File: config.mk
export PLATFORM = sky130hd
export DESIGN_NAME = m68k_bus_ctrl
export DESIGN_NICKNAME = d
export VERILOG_FILES = /design/src/rtl/m68k_bus_ctrl.sv
export SDC_FILE = /design/constraint.sdc
export NUM_CORES = 1
export LEC_CHECK = 0
export CORE_UTILIZATION = 35
export CTS_BUF_LIST = sky130_fd_sc_hd__clkbuf_8
export CTS_CLUSTER_SIZE = 16
export DETAILED_ROUTE_END_ITERATION = 8
export HOLD_SLACK_MARGIN = 0.12
export REMOVE_ABC_BUFFERS = 1
export SLEW_MARGIN = 10
export SYNTH_ARGS = -nofsm -noshare
export SYNTH_HDL_FRONTEND = slang
export SYNTH_SLANG_ARGS = --single-unit
File: constraint.sdc
create_clock -name clk -period 11.6 [get_ports clk]
set_input_delay 2.9 -clock clk [delete_from_list [all_inputs] [get_ports clk]]
set_output_delay 2.9 -clock clk [all_outputs]
set_load 0.01 [all_outputs]
File: src/rtl/m68k_bus_ctrl.sv
// m68k_bus_ctrl: fx68k bus controller with phase enables, memory bridge and IO page.
// Generates enPhi1/enPhi2, turns AS/UDS/LDS cycles into one-cycle memory
// requests, answers with DTACK/VPA/BERR and owns the LED/diag/tick IO page.
//
// Ports:
//   clk, reset            system clock, asynchronous active-high reset
//   phi1, phi2            one-clk enPhi1/enPhi2 pulses to the core
//   cpu_as_n .. cpu_dout  CPU bus inputs (strobes, rw, fc, word address, data)
//   cpu_din               read data returned to the CPU
//   dtack_n/vpa_n/berr_n  cycle termination, mutually exclusive
//   mem_rd/mem_wr         one-clk request pulses to memory
//   mem_be/addr/din       latched byte enables, word address and write data
//   mem_dout, mem_ack     memory read data and completion
//   leds, diag16          IO page registers

module m68k_bus_ctrl #(
    parameter int         c_phi_div = 2,
    parameter logic [7:0] c_io_page = 8'hFF,
    parameter int         c_timeout = 255
) (
    input  logic        clk,
    input  logic        reset,
    output logic        phi1,
    output logic        phi2,
    input  logic        cpu_as_n,
    input  logic        cpu_rw,
    input  logic        cpu_uds_n,
    input  logic        cpu_lds_n,
    input  logic [2:0]  cpu_fc,
    input  logic [23:1] cpu_a,
    input  logic [15:0] cpu_dout,
    output logic [15:0] cpu_din,
    output logic        dtack_n,
    output logic        vpa_n,
    output logic        berr_n,
    output logic        mem_rd,
    output logic        mem_wr,
    output logic [1:0]  mem_be,
    output logic [23:1] mem_addr,
    output logic [15:0] mem_din,
    input  logic [15:0] mem_dout,
    input  logic        mem_ack,
    output logic [7:0]  leds,
    output logic [15:0] diag16
);

    localparam int          PH_N    = 2 * c_phi_div;
    localparam int          CW      = $clog2(PH_N);
    localparam logic [CW-1:0] PH_LAST = CW'(PH_N - 1);
    localparam logic [CW-1:0] PH_TWO  = CW'(c_phi_div);
    localparam logic [7:0]  TO_LAST = 8'(c_timeout - 1);

    typedef enum logic [2:0] {
        S_IDLE,
        S_DECODE,
        S_MEM,
        S_IO,
        S_IACK,
        S_ACK,
        S_ERR
    } state_t;

    state_t        state;
    state_t        nxt;
    logic [CW-1:0] ph_cnt;
    logic [15:0]   tick;
    logic [7:0]    tcnt;
    logic          rw_q;
    logic [2:0]    fc_q;

    logic          start;
    logic          is_iack;
    logic          io_hit;
    logic [14:0]   io_off;
    logic          io_led;
    logic          io_diag;
    logic          io_tick;
    logic          io_mapped;
    logic [15:0]   io_rdata;

    // ------------------------------------------------------------------
    // Phase generator and tick counter
    // ------------------------------------------------------------------
    always_ff @(posedge clk or posedge reset) begin
        if (reset) begin
            ph_cnt <= '0;
            phi1   <= 1'b0;
            phi2   <= 1'b0;
            tick   <= '0;
        end else begin
            if (ph_cnt == PH_LAST)
                ph_cnt <= '0;
            else
                ph_cnt <= ph_cnt + CW'(1);
            phi1 <= (ph_cnt == '0);
            phi2 <= (ph_cnt == PH_TWO);
            // tick advances on the same edge that raises phi1
            if (ph_cnt == '0)
                tick <= tick + 16'd1;
        end
    end

    // ------------------------------------------------------------------
    // Cycle start and IO page decode (from latched address)
    // ------------------------------------------------------------------
    assign is_iack = (cpu_fc == 3'b111);
    assign start   = !cpu_as_n &&
                     (!cpu_uds_n || !cpu_lds_n || is_iack);

    assign io_hit    = (mem_addr[23:16] == c_io_page);
    assign io_off    = mem_addr[15:1];
    assign io_led    = (io_off == 15'd0);
    assign io_diag   = (io_off == 15'd1);
    assign io_tick   = (io_off == 15'd2);
    assign io_mapped = io_led || io_diag || io_tick;

    always_comb begin
        io_rdata = '0;
        unique case (1'b1)
            io_led:  io_rdata = {8'h00, leds};
            io_diag: io_rdata = diag16;
            io_tick: io_rdata = tick;
            default: io_rdata = '0;
        endcase
    end

    // ------------------------------------------------------------------
    // FSM state register
    // ------------------------------------------------------------------
    always_ff @(posedge clk or posedge reset) begin
        if (reset)
            state <= S_IDLE;
        else
            state <= nxt;
    end

    // ------------------------------------------------------------------
    // FSM next state
    // ------------------------------------------------------------------
    always_comb begin
        nxt = state;
        unique case (state)
            S_IDLE: begin
                if (start)
                    nxt = S_DECODE;
            end
            S_DECODE: begin
                // AS rising before completion abandons the cycle
                if (cpu_as_n)
                    nxt = S_IDLE;
                else if (fc_q == 3'b111)
                    nxt = S_IACK;
                else if (io_hit)
                    nxt = S_IO;
                else
                    nxt = S_MEM;
            end
            S_MEM: begin
                if (cpu_as_n)
                    nxt = S_IDLE;
                else if (mem_ack)
                    nxt = S_ACK;
                else if (tcnt == TO_LAST)
                    nxt = S_ERR;
            end
            S_IO: begin
                nxt = io_mapped ? S_ACK : S_ERR;
            end
            S_IACK, S_ACK, S_ERR: begin
                if (cpu_as_n)
                    nxt = S_IDLE;
            end
            default: nxt = S_IDLE;
        endcase
    end

    // ------------------------------------------------------------------
    // Registered outputs and datapath
    // ------------------------------------------------------------------
    always_ff @(posedge clk or posedge reset) begin
        if (reset) begin
            dtack_n  <= 1'b1;
            vpa_n    <= 1'b1;
            berr_n   <= 1'b1;
            mem_rd   <= 1'b0;
            mem_wr   <= 1'b0;
            mem_be   <= '0;
            mem_addr <= '0;
            mem_din  <= '0;
            cpu_din  <= '0;
            rw_q     <= 1'b1;
            fc_q     <= '0;
            tcnt     <= '0;
        end else begin
            // terminations follow the next state, so each is
            // asserted on state entry and released on exit
            dtack_n <= (nxt != S_ACK);
            vpa_n   <= (nxt != S_IACK);
            berr_n  <= (nxt != S_ERR);

            mem_rd <= (state == S_DECODE) &&
                      (nxt == S_MEM) && rw_q;
            mem_wr <= (state == S_DECODE) &&
                      (nxt == S_MEM) && !rw_q;

            if (state == S_IDLE && start) begin
                mem_addr <= cpu_a;
                mem_din  <= cpu_dout;
                mem_be   <= {!cpu_uds_n, !cpu_lds_n};
                rw_q     <= cpu_rw;
                fc_q     <= cpu_fc;
            end

            if (state == S_MEM)
                tcnt <= tcnt + 8'd1;
            else
                tcnt <= '0;

            if (state == S_MEM && nxt == S_ACK && rw_q)
                cpu_din <= mem_dout;

            if (state == S_IO && rw_q && io_mapped)
                cpu_din <= io_rdata;
        end
    end

    // ------------------------------------------------------------------
    // IO page registers
    // ------------------------------------------------------------------
    always_ff @(posedge clk or posedge reset) begin
        if (reset) begin
            leds   <= '0;
            diag16 <= '0;
        end else if (state == S_IO && !rw_q) begin
            if (io_led && mem_be[0])
                leds <= mem_din[7:0];
            if (io_diag && mem_be[1])
                diag16[15:8] <= mem_din[15:8];
            if (io_diag && mem_be[0])
                diag16[7:0] <= mem_din[7:0];
        end
    end

endmodule
==> qor.txt <==
========================================================================================
Share of post-route cells with drive strength above 1                              19.6%
Final-report setup violation count                                                     0
Cell variety after synth                                                              47
Level count of the clock H-tree                                                        4
Netlist area before placement                                                  5390 um^2
Worst path required time                                                         8.70 ns
Register bit total from synthesis                                                    121
Antenna cells                                                                          0
Type of the worst setup path                                                     reg2out
Cells along the critical path                                               clkdlybuf4s50_1
DRT iter0 DRCs                                                                       144
Starting density of the core                                                       35.6%
Worst setup SP type                                                                 flop
Total of fill cells in the finished design                                          1350
Width of the chip                                                                 126 um
Overall die area                                                              15900 um^2
Share of async-settable or async-resettable flops after synthesis                   100%
Slew of the pin with the lowest slew margin                                      1.12 ns
Worst clock skew on the final layout                                           0.0123 ns
Number of clock buffers inserted by TritonCTS                                         17
Detailed-route via count                                                            3850
Final Hold Violating Endpoints                                                         0
Maximum count of clock buffers along a single path                                     2
Detail Placement HPWL                                                            8.88 mm
Num Clock Sinks                                                                      121
Footprint of the multi-input gates                                             2240 um^2
Sequential cell area fraction in the yosys report                                  56.2%
Library cell used as clock root buffer                                          clkbuf_8
Placer congestion estimate                                                         0.774
Cts-stage hold buffer count                                                            0
Cts repair resizes                                                                     0
Count of buffering cells on the critical path with inverters included                  1
Fmax                                                                             207 MHz
Post-DR vias/cell                                                                   4.90
Core region area                                                              15100 um^2
Number of placed I/O pins                                                            153
Min cycle time layout                                                            4.82 ns
Maximum fanout along the worst path                                                   15
Post-CTS Setup Inserts                                                                 0
Dominant cells by area after synthesis                                      dfrtp_1 54%, mux2_2 14%, mux2i_1 4.5%
Growth of design area from synthesis to finish                                     38.9%
Number of design rule violations left after detail routing                             0
Delay of the slowest critical-path stage                                         0.82 ns
Post-route insts no fill                                                             785
Antenna violation net count after detailed routing                                     0
Post-layout instance area                                                      7490 um^2
Max_slew headroom                                                                  25.3%
Crit-path slowest cell                                                           dfrtp_1
Type of the most critical hold path                                              reg2reg
Antenna violations before repair                                                       0
Clock transition at the registers of the reported paths                          0.07 ns
Global route overflow                                                                  0
First-pass GRT wire length                                                       20.7 mm
Vertical die dimension                                                            126 um
Status                                                                      finished clean
Data arrival time of the critical path                                           1.92 ns
EDFF count, synth                                                                      0
Total negative setup slack                                                          0 ns
Storage element area                                                           3030 um^2
Main flop type after synthesis                                                   dfrtp_1
Instance count of the mapped netlist                                                 427
DR pass1 iterations                                                                    4
Count of nets after finishing                                                        655
Crit. End Element                                                           primary output
Number of max-cap violations                                                           0
Number of placed instances, taps included                                            753
Total Power Consumption                                                          1.58 mW
Dominant cell type by area after synthesis                                       dfrtp_1
Final worst path period share                                                      41.6%
Area share of the largest cell type after synthesis                                54.3%
YS warnings                                                                            0
Routed Wire Length                                                               12.8 mm
Post-placement cell area                                                       7100 um^2
Leakage power                                                                    3.10 nW
Count of standard-cell rows                                                           45
Maximum VDD drop                                                                0.118 mV
Routed wirelength normalized by instance count                                   16.4 um
Power density over cell area                                                 211 nW/um^2
Maximum number of pins on one net before global-route repair                          74
Final Max Slew Viols                                                                   0
Clock latency at the later pin of the worst-skew pair                            0.44 ns
GRT Overall Usage                                                                  17.0%
Via count of the first global-routing pass                                          3983
Setup repair after global routing missed its margin                                false
Synthesized area per cell                                                      12.6 um^2
Category of cells accounting for the largest share of critical-path delay     flip-flops
Port Buffers                                                                         152
CTS tree                                                                            done
========================================================================================
-- cells in the mapped netlist, types with 2 or more instances --
library cell	number
buf_2	12
a21oi_1	3
inv_1	11
ha_1	6
nand2b_1	3
nor3_1	2
nor3b_1	3
nand3_1	9
nand2_1	41
a22o_1	8
nand3_4	3
nor3_4	3
o21ai_0	27
xor2_1	8
and4_1	3
a32o_1	2
mux2_1	2
mux2_2	66
nor2b_1	2
nor2_1	18
dfrtp_1	117
nand4_1	10
nand4b_1	2
clkbuf_1	3
nor3_2	2
and2_1	2
xnor2_1	13
mux2i_1	24
dfstp_2	4
-- layout by cell type, fill, tap and decap left out, drive strengths merged, types with 3 or more instances in the layout --
| master | count |
|---|---|
| nor3 | 7 |
| xor2 | 8 |
| a21oi | 3 |
| dfstp | 4 |
| clkbuf | 21 |
| nand3 | 13 |
| nand2 | 41 |
| ha | 6 |
| inv | 15 |
| clkdlybuf4s50 | 152 |
| mux2 | 68 |
| nand4 | 10 |
| and4 | 3 |
| buf | 3 |
| a22o | 8 |
| nor2 | 18 |
| clkinv | 3 |
| xnor2 | 13 |
| nor3b | 3 |
| nand2b | 3 |
| mux2i | 24 |
| o21ai | 27 |
| nor2b | 3 |
| dfrtp | 117 |
-- kinds of logic (layout without fill, tap and decap cells) --
kind of cell	after synthesis	in the layout	share of synthesized area (%)
multiplexers	92	92	18.7
AND/OR/NAND/NOR	111	111	12.2
buffers and inverters	28	198	2.37
flip-flops	121	121	56.2
AO/OA/AOI/OAI	48	48	5.73
XOR/XNOR	21	21	3.41
adder cells (fa/ha/maj)	6	6	1.39
-- layer usage --
metal	GRT usage, %	wire (um)	up-vias	share of wire (%)
met4	6.17	170	0	1.3
met3	6.16	840	15	6.5
met1	20.7	5640	1896	44
li1	-	-	1831	-
met2	27.8	6190	108	48
met5	0	0	-	0
-- path summary, 6_finish.rpt --
kind,from,endpoint,slack [ns],cells past startpoint
setup / recovery,mem_addr[2],mem_addr[2],6.78,1
hold / removal,ph_cnt[0],ph_cnt[0],0.46,1
setup reg to reg,mem_addr[11],cpu_din[2],9.09,4
hold reg to reg,ph_cnt[0],ph_cnt[0],0.46,1
max in group asynchronous,reset,tick[3],7.30,3
min in group asynchronous,reset,tick[15],2.89,2
-- cell type report --
cell class	count	area share [%]
clock buffers	21	3.86
clock inverters	11	1.40
inverters	11	0.585
multi-input cells	278	29.9
flip-flops and latches	121	40.5
well taps	188	3.14
repair buffers	155	20.6
-- report_power, final --
group          switching (mW)  internal (mW)  leakage [nW]
clock network           0.162          0.209         0.213
registers               0.124          0.540          1.49
logic                   0.222          0.321          1.40
total                   0.508           1.07          3.10
-- stage by stage --
step / hold slack [ns] / setup slack, ns / utilization [%]
floorplan: 0.428 / 5.49 / -
global placement: 0.441 / 6.51 / 46.9
detailed placement: 0.453 / 6.44 / 46.9
CTS: 0.468 / 6.73 / 49.5
global route: 0.475 / 6.69 / 49.5
finish: 0.463 / 6.78 / 49.5
-- flip-flops by register name, indices dropped and copies added (netlist names), 2 cells and up --
register / count
mem_din: 16
tcnt: 8
state: 3
mem_addr: 23
tick: 16
cpu_din: 16
diag16: 16
fc_q: 3
mem_be: 2
leds: 8
ph_cnt: 2
(Power assumes the default switching activity.)
